[config.mk]
export PLATFORM = sky130hd
export DESIGN_NAME = fetch_unit
export DESIGN_NICKNAME = d
export VERILOG_FILES = /design/src/rtl/fetch_unit_pkg.sv /design/src/rtl/fetch_skid_buffer.sv /design/src/rtl/fetch_unit.sv
export SDC_FILE = /design/constraint.sdc
export NUM_CORES = 1
export LEC_CHECK = 0
export CORE_AREA = 2 2 155 157
export DETAILED_ROUTE_END_ITERATION = 8
export DIE_AREA = 0 0 157 159
export PLACE_DENSITY = 0.71
export SYNTH_ARGS = -nofsm -noshare
export SYNTH_HDL_FRONTEND = slang
export SYNTH_SLANG_ARGS = --single-unit
[constraint.sdc]
create_clock -name clk -period 2.5 [get_ports clk]
set_input_delay 0.5 -clock clk [delete_from_list [all_inputs] [get_ports clk]]
set_output_delay 0.5 -clock clk [all_outputs]
set_load 0.01 [all_outputs]
[src/rtl/fetch_unit_pkg.sv]
// Shared types and constants for the instruction fetch unit.
package fetch_unit_pkg;

  typedef enum logic [1:0] {
    StFetch,
    StDiscard,
    StHold
  } fetch_state_e;

  localparam logic [31:0] ResetPcDefault = 32'h0000_0000;

  localparam int unsigned Rs1Lsb = 15;
  localparam int unsigned Rs1Msb = 19;
  localparam int unsigned Rs2Lsb = 20;
  localparam int unsigned Rs2Msb = 24;

  function automatic logic [4:0] rs1_field(input logic [31:0] instr);
    return instr[Rs1Msb:Rs1Lsb];
  endfunction

  function automatic logic [4:0] rs2_field(input logic [31:0] instr);
    return instr[Rs2Msb:Rs2Lsb];
  endfunction

endpackage

[src/rtl/fetch_skid_buffer.sv]
// One-entry holding register for a fetched instruction that arrived while IF/ID was stalled.
module fetch_skid_buffer (
  input  logic        clk_i,
  input  logic        rst_ni,
  input  logic        load_i,
  input  logic        flush_i,
  input  logic [31:0] instr_i,
  input  logic [31:0] pc_i,
  output logic [31:0] instr_o,
  output logic [31:0] pc_o,
  output logic        valid_o
);

  logic [31:0] instr_q;
  logic [31:0] pc_q;
  logic        valid_q;

  // Synchronous reset; flush (drain or redirect) wins over a same-cycle load.
  always_ff @(posedge clk_i) begin
    if (!rst_ni) begin
      instr_q <= 32'h0;
      pc_q    <= 32'h0;
      valid_q <= 1'b0;
    end else if (flush_i) begin
      valid_q <= 1'b0;
    end else if (load_i) begin
      instr_q <= instr_i;
      pc_q    <= pc_i;
      valid_q <= 1'b1;
    end
  end

  assign instr_o = instr_q;
  assign pc_o    = pc_q;
  assign valid_o = valid_q;

endmodule

[src/rtl/fetch_unit.sv]
// Instruction fetch: one outstanding imem request, IF/ID output register and a skid entry.
module fetch_unit
  import fetch_unit_pkg::*;
#(
  parameter logic [31:0] RESET_PC = ResetPcDefault
) (
  input  logic        clk,
  input  logic        reset,
  input  logic        hu_in_stall_if_en_l,
  input  logic        ex_in_redirect_en_l,
  input  logic [31:0] ex_in_redirect_pc_l,
  output logic        fu_out_imem_req_w,
  output logic [31:0] fu_out_imem_addr_w,
  input  logic        imem_in_valid_l,
  input  logic [31:0] imem_in_rdata_l,
  output logic [31:0] fu_out_instr_w,
  output logic [31:0] fu_out_pc_w,
  output logic        fu_out_valid_w,
  output logic [4:0]  fu_out_rs1_key_w,
  output logic [4:0]  fu_out_rs2_key_w
);

  fetch_state_e state_q;
  logic [31:0]  pc_q;
  logic [31:0]  addr_q;
  logic [31:0]  out_instr_q;
  logic [31:0]  out_pc_q;
  logic         out_valid_q;

  logic [31:0]  skid_instr;
  logic [31:0]  skid_pc;
  logic         skid_valid;
  logic         skid_load;
  logic         skid_flush;
  logic [31:0]  pc_plus4;

  assign pc_plus4 = pc_q + 32'd4;

  // Gated by reset so no request is visible while reset is held.
  assign fu_out_imem_req_w  = reset & (state_q != StHold);
  assign fu_out_imem_addr_w = (state_q == StDiscard) ? addr_q : pc_q;

  assign skid_load  = !ex_in_redirect_en_l && (state_q == StFetch) && imem_in_valid_l &&
                      out_valid_q && hu_in_stall_if_en_l;
  assign skid_flush = ex_in_redirect_en_l || ((state_q == StHold) && !hu_in_stall_if_en_l);

  fetch_skid_buffer u_skid (
    .clk_i   (clk),
    .rst_ni  (reset),
    .load_i  (skid_load),
    .flush_i (skid_flush),
    .instr_i (imem_in_rdata_l),
    .pc_i    (pc_q),
    .instr_o (skid_instr),
    .pc_o    (skid_pc),
    .valid_o (skid_valid)
  );

  always_ff @(posedge clk) begin
    if (!reset) begin
      state_q     <= StFetch;
      pc_q        <= RESET_PC;
      addr_q      <= 32'h0;
      out_instr_q <= 32'h0;
      out_pc_q    <= 32'h0;
      out_valid_q <= 1'b0;
    end else if (ex_in_redirect_en_l) begin
      pc_q        <= ex_in_redirect_pc_l;
      out_valid_q <= 1'b0;
      // An unanswered request must still be drained; keep its address on the bus.
      if ((state_q != StHold) && !imem_in_valid_l) begin
        state_q <= StDiscard;
        if (state_q == StFetch) addr_q <= pc_q;
      end else begin
        state_q <= StFetch;
      end
    end else begin
      unique case (state_q)
        StFetch: begin
          if (imem_in_valid_l) begin
            pc_q <= pc_plus4;
            if (!out_valid_q || !hu_in_stall_if_en_l) begin
              out_instr_q <= imem_in_rdata_l;
              out_pc_q    <= pc_q;
              out_valid_q <= 1'b1;
            end else begin
              state_q <= StHold;
            end
          end else if (!hu_in_stall_if_en_l) begin
            out_valid_q <= 1'b0;
          end
        end
        StHold: begin
          if (!hu_in_stall_if_en_l) begin
            out_instr_q <= skid_instr;
            out_pc_q    <= skid_pc;
            out_valid_q <= skid_valid;
            state_q     <= StFetch;
          end
        end
        StDiscard: begin
          if (imem_in_valid_l) state_q <= StFetch;
        end
        default: state_q <= StFetch;
      endcase
    end
  end

  assign fu_out_instr_w   = out_instr_q;
  assign fu_out_pc_w      = out_pc_q;
  assign fu_out_valid_w   = out_valid_q;
  assign fu_out_rs1_key_w = out_valid_q ? rs1_field(out_instr_q) : 5'd0;
  assign fu_out_rs2_key_w = out_valid_q ? rs2_field(out_instr_q) : 5'd0;

endmodule
# Yosys cells after proc, flatten, opt, wreduce, memory -nomap -nowiden
# Index checks and enable logic that the tools add are counted.
totals:
  reg_bits: 196
  latchBits: 0
  ram_bits: 0
  romBits: 0
  inputBits: 69
  output_inout_bits: 108
  word_cells: 76
  mem_count: 0
classes:
  n_addsub: 1
  mul: 0
  n_div: 0
  n_lt_le_gt_ge: 0
  eq_ne: 12
  shift: 0
  muxes: 26
  n_bitwise: 4
  reduce_logical: 24
ops:
  columns: ["op", "n"]
  rows:
  - ["$mux 32", 10]
  - ["$pmux 32 s2", 2]
  - ["$add 32x3->32 const B", 1]
  - ["$ne 3x3->1 const B", 5]
  - ["$mux 2", 5]
  - ["$mux 5", 2]
  - ["$reduce_and 4->1", 2]
  - ["$logic_and 1x1->1", 6]
  - ["$ne 2x2->1 const B", 3]
  - ["$pmux 2 s3", 1]
  - ["$reduce_bool 2->1", 3]
  - ["$mux 1", 5]
  - ["$reduce_and 5->1", 1]
  - ["$logic_not 1->1", 4]
  - ["$reduce_and 2->1", 2]
  - ["$reduce_or 2->1", 2]
  - ["$ne 3x2->1 const B", 1]
  - ["$not 1->1", 3]
  - ["$reduce_and 3->1", 1]
  - ["$eq 2x1->1 const B", 1]
  - ["$eq 2x2->1 const B", 1]
  - ["$logic_not 2->1", 1]
  - ["$logic_or 1x1->1", 2]
  - ["$ne 2x1->1 const B", 1]
  - ["other kinds (2)", 2]

# Depth between registers and ports, before layout
logic_depth:
  word_depth: 6
  depth_mapped: 8
  mapped_depth_nobuf: 6

# Cells and area by module
# From an unflattened synthesis, not the netlist that was laid out.
hier_totals:
  cells_unflattened: 1030
  area_unflattened_um2: 9361.5
by_module_without_submodules:
  columns: ["mod", "instances", "cells_each", "area_per_inst_um2", "seq_area_each_um2"]
  rows:
  - ["fetch_unit", 1, 749, 6700.2, 2622.5]
  - ["fetch_skid_buffer", 1, 281, 2661.3, 1301.2]

# Least setup slack after synthesis
# No wires, ideal clock.
synth_timing:
  path_kind: "input-to-output"
  startpoint: "input port reset"
  endpoint: "output port fu_out_imem_req_w"
  t_arrival_ps: 1433
  setup_slack_ps: 567
  cell_stages: 4
  path_buffers: 3
  path_cell_list: "clkbuf_1 clkbuf_1 clkbuf_1 and2_1"
synth_between:
  elab_chain_len: 1
synth_lines:
  columns: ["item", "line", "text"]
  rows:
  - ["from (decl)", "fetch_unit.sv:8", "input logic reset,"]
  - ["$and 1x1->1", "fetch_unit.sv:40", "assign fu_out_imem_req_w = reset & (state_q != StHold);"]
  - ["to (decl)", "fetch_unit.sv:12", "output logic fu_out_imem_req_w,"]
# Every way passes these cells.

# Worst setup path after layout
layout_timing:
  startpoint: "register state_q[1]"
  endpoint: "output port fu_out_imem_addr_w[25]"
layout_between:
  elab_chain_len: 2
layout_lines:
  columns: ["item", "line", "text"]
  rows:
  - ["from (decl)", "fetch_unit.sv:23", "fetch_state_e state_q;"]
  - ["from (signal assigned)", "fetch_unit.sv:61", "state_q <= StFetch;"]
  - ["from (signal assigned)", "fetch_unit.sv:72", "state_q <= StDiscard;"]
  - ["from (signal assigned)", "fetch_unit.sv:75", "state_q <= StFetch;"]
  - ["$eq 2x1->1", "fetch_unit.sv:41", "assign fu_out_imem_addr_w = (state_q == StDiscard) ? addr_q : pc_q;"]
  - ["$mux 32", "fetch_unit.sv:41", null]
  - ["to (decl)", "fetch_unit.sv:13", "output logic [31:0] fu_out_imem_addr_w,"]
# Every way passes these cells.

==> impl_table.tex <==
\begin{tabular}{lr}
\hline
Metric & Value \\
\hline
\multicolumn{2}{l}{\textbf{Clock network}} \\
\# hold bufs at CTS & 0 \\
CTS HTree Levels & 4 \\
Clk root buf & clkbuf\_16 \\
Clock tree from TritonCTS & built \\
Clk slew on worst S/H paths & $\sim$70 ps \\
Latest clock arrival within the worst-skew pair & between 400 and 500 ps \\
Clock sink count & between 150 and 200 \\
Cts bufs inserted & 17 \\
CTS max path bufs & 2 \\
\multicolumn{2}{l}{\textbf{Timing}} \\
Share of the clock period used by the worst path after layout & 98.9\% \\
Measured slew at the worst slew-check pin & approximately 820 ps \\
Worst clock skew & 12.8 ps \\
Relative slew margins & approximately 45\% \\
Hold slack final & between 400 and 500 ps \\
Setup repair after global routing missed its margin & yes \\
Max Clock Freq & between 400 and 500 MHz \\
Shortest period the worst path allows & 2470 ps \\
Count of endpoints failing setup in the final report & 0 \\
Number of failing hold endpoints at the final stage & 0 \\
Number of max-slew violations in the final report & 0 \\
\multicolumn{2}{l}{\textbf{Worst setup path}} \\
Kind of end point of the critical path & output port \\
CP Max Fanout & 14 \\
Worst path arrival time & 1970 ps \\
Maximum cell stage delay along the critical path & $\sim$500 ps \\
Data required time of the critical path & about 2000 ps \\
Launching instance or port of the critical path & state\_q[1] \\
Series of cell instances along the critical path & nand2b\_2 > buf\_6 > mux2\_2 > clkdlybuf4s50\_1 \\
Total number of cells along the worst setup path & 4 \\
Slack of the worst reg-to-reg path & 420 ps \\
Launch point of the worst reg-to-reg path & state\_q[1] \\
Family of cells with the greatest summed delay on the critical path & buffers and inverters \\
Type of origin of the critical path & flop \\
Endpoint of the worst register-to-register path & u\_skid.instr\_o[8] \\
Crit path buf inv count & 2 \\
CP Class & reg2out \\
Worst-case reg-to-reg path depth & 7 \\
Cell type of the slowest stage on the worst timing path & clkdlybuf4s50\_1 \\
Timing endpoint of the critical path & fu\_out\_imem\_addr\_w[25] \\
\multicolumn{2}{l}{\textbf{Place}} \\
Detailed placer's ending HPWL & 15.2 mm \\
Global placer's final weighted congestion & 0.818 \\
Post-DP Area & around 11000 sq um \\
Number of buffer cells added on primary ports & roughly 180 \\
\multicolumn{2}{l}{\textbf{Die}} \\
Effective utilization at floorplan & about two fifths \\
Row count & 56 \\
Ports placed on the boundary & 177 \\
Area of the core region & 23200 sq um \\
Die Wd & 157 um \\
Die area & approximately 25000 sq um \\
Die height & between 150 and 200 um \\
\multicolumn{2}{l}{\textbf{Yosys}} \\
Top-area cell type share of the netlist area & 44.0\% \\
Syn Nets & roughly 1100 \\
Post-synth top flop & dfxtp\_1 \\
Cell taking the most area after synthesis & dfxtp\_1 \\
Sequential share of the synthesized area & 44.0\% \\
Number of enable flip-flop cells after synthesis & 0 \\
Number of instances in the synthesized netlist & roughly 1000 \\
Top area cells in the synthesized netlist & dfxtp\_1 (44\%), nand2\_1 (12\%), o211a\_1 (7.9\%), mux2i\_1 (7.6\%), a21boi\_0 (6.9\%) \\
Synth warn & 0 \\
Netlist cell types & 42 \\
Number of storage elements in the synthesis netlist & approximately 200 \\
Synthesized area per cell & 8.84 sq um \\
Netlist area before placement & approximately 8900 sq um \\
Asr flop ratio synth & 0\% \\
\multicolumn{2}{l}{\textbf{Cells and area}} \\
Sequential cell area in the final layout & 3920 sq um \\
Total number of nets in the final design & approximately 1200 \\
Final core utilization & between 50\% and 60\% \\
Total of fill cells in the finished design & $\sim$2200 \\
Area used by multi-input combinational logic & about 4600 sq um \\
Share of cells above drive strength 1 & 10.8\% \\
Syn-to-layout area delta & 32.4\% \\
Final Cell Area & around 12000 sq um \\
\multicolumn{2}{l}{\textbf{Status}} \\
Outcome & finished, final reports clean \\
\multicolumn{2}{l}{\textbf{Power and ir drop}} \\
Clk network pwr share & $\sim$40\% \\
Internal Pwr Total & 5.43 mW \\
VDD IR-drop max & about 0.00039 V \\
Switching power of the nets & around 1.8 mW \\
Sequential cell fraction of total power & 46.1\% \\
Power density over cell area & $\sim$610 nW/um\^{}2 \\
Switching part of the total & between 20\% and 30\% \\
Leakage power & 5.26 nW \\
Combinational power share & 13.5\% \\
\multicolumn{2}{l}{\textbf{Min path}} \\
Path category of the worst min-delay check & reg2reg \\
\multicolumn{2}{l}{\textbf{Routing}} \\
Final routed wire length divided by cell count & about 16 um \\
Routed via count & 7414 \\
Total Wirelength & about 23 mm \\
Number of iterations in the first detailed-routing pass & 5 \\
Via density per instance & $\sim$5.0 \\
Number of design rule violations left after detail routing & 0 \\
Number of routed nets with antenna violations & 0 \\
Iteration-0 DRC count of the detailed router & roughly 360 \\
\multicolumn{2}{l}{\textbf{Global route}} \\
Global-route wire length before repair & 38.1 mm \\
Total congestion overflow & 0 \\
Global-route total usage across every layer & between 10\% and 20\% \\
Number of antenna violations at the first check in global routing & 1 \\
Via count of the first global-routing pass & between 7000 and 8000 \\
Pin count of the biggest net entering global routing & 196 \\
\multicolumn{2}{l}{\textbf{Job}} \\
MaxCap Viol Count & 0 \\
\hline
\end{tabular}
-- cells in the final DEF, fill, tap and decap left out, types with 3 or more instances in the layout --
cell type        count
xor2_1               7
buf_12               7
inv_1                3
dfxtp_1            196
nand2_1            276
nor3_1               9
and4_1               3
nand3_1             17
a21boi_0            82
o21ai_0             29
nor4_1               6
nand4_1              5
mux2_2              32
bufinv_16            3
mux2i_1             68
inv_6                3
buf_4               42
clkdlybuf4s50_1    172
xnor2_1             19
and2_1              14
o211a_1             69
a21boi_1            14
a21oi_1             21
nor2_1              10
and3_1               3
clkbuf_16           17
-- cells by family after synthesis --
group,share of synthesized area [%]
AO/OA/AOI/OAI,19.0
XOR/XNOR,2.56
adder cells (fa/ha/maj),0.140
buffers and inverters,4.77
flip-flops,44.0
multiplexers,11.7
AND/OR/NAND/NOR,17.8
-- through the flow --
stage | total power, mW | TNS [ps] | setup WS, ps | cells
2_1_floorplan | 3.88 | 0 | 567 | 1008
3_3_place_gp | 4.39 | 0 | 73.9 | 1456
3_5_place_dp | 4.40 | -29.4 | -18.5 | 1456
4_1_cts | 7.32 | -11.6 | -11.6 | 1488
5_1_grt | 7.56 | -858 | -52.2 | 1489
6_report | 7.25 | 0 | 27.3 | 1489
-- timing repair --
action | 4_1_cts | 5_1_grt
gates resized for setup | 4 | 2
buffers inserted | 0 | 0
gates cloned | 0 | 0
setup endpoints to repair | 27 | 32
endpoints found under the hold margin | 0 | 0
-- layer usage --
| metal | GRT usage (%) | up-vias | share of wire, % |
|---|---|---|---|
| met5 | 0 | - | 0 |
| met4 | 4.17 | 0 | 1.1 |
| met1 | 25.0 | 3494 | 46 |
| met3 | 5.09 | 20 | 6.2 |
| met2 | 31.1 | 167 | 47 |
| li1 | - | 3733 | - |
-- area by class of cell --
class / count / share of cell area (%)
multi-input cells: 711 / 38.9
flip-flops and latches: 196 / 33.3
repair buffers: 226 / 19.0
clock buffers: 19 / 3.84
well taps: 319 / 3.38
clock inverters: 13 / 1.48
inverters: 4 / 0.127
diodes: 1 / 0.0212
-- Yosys cell counts, drive strengths merged, types with 2 or more instances --
cell,count
buf,34
nand2b,4
nor3b,2
a211oi,2
and3,3
dfxtp,196
nor4,7
o21ai,29
nor2,10
nor2b,2
nand2,276
mux2i,68
and2,14
inv,3
and4,3
a21oi,21
nor4b,2
nand3,17
xnor2,19
nand4,6
nor3,10
xor2,7
o211a,70
mux2,32
clkbuf,63
or3,3
a21boi,96
-- how the worst min path moves through the flow --
stage	start	end	cells past startpoint
2_1_floorplan	addr_q[31]	addr_q[31]	2
3_3_place_gp	addr_q[31]	addr_q[31]	2
3_5_place_dp	u_skid.pc_o[18]	u_skid.pc_o[18]	2
4_1_cts	u_skid.pc_o[18]	u_skid.pc_o[18]	2
5_1_grt	u_skid.pc_o[18]	u_skid.pc_o[18]	2
6_report	u_skid.pc_o[18]	u_skid.pc_o[18]	2
-- power groups by stage --
stage          combinational (mW)  clock (mW)  sequential [mW]
2_1_floorplan               0.450           0             3.43
3_3_place_gp                0.978           0             3.41
3_5_place_dp                0.984           0             3.41
4_1_cts                     0.991        2.99             3.34
5_1_grt                      1.07        3.13             3.36
6_report                    0.982        2.93             3.34
-- worst register-to-register path: cells and delay by family (launching register included) --
kind	cells	cell delay [ps]
simple gates	3	840
buf+inv	3	660
compound gates	1	190
flops	1	310
-- state kept, by name, summed over array words and instances (netlist names) --
name / cells
fu_out_valid_w: 1
pc_q: 32
u_skid.valid_o: 1
state_q: 2
u_skid.pc_o: 32
fu_out_pc_w: 32
u_skid.instr_o: 32
addr_q: 32
fu_out_instr_w: 32
(Power assumes the default switching activity.)
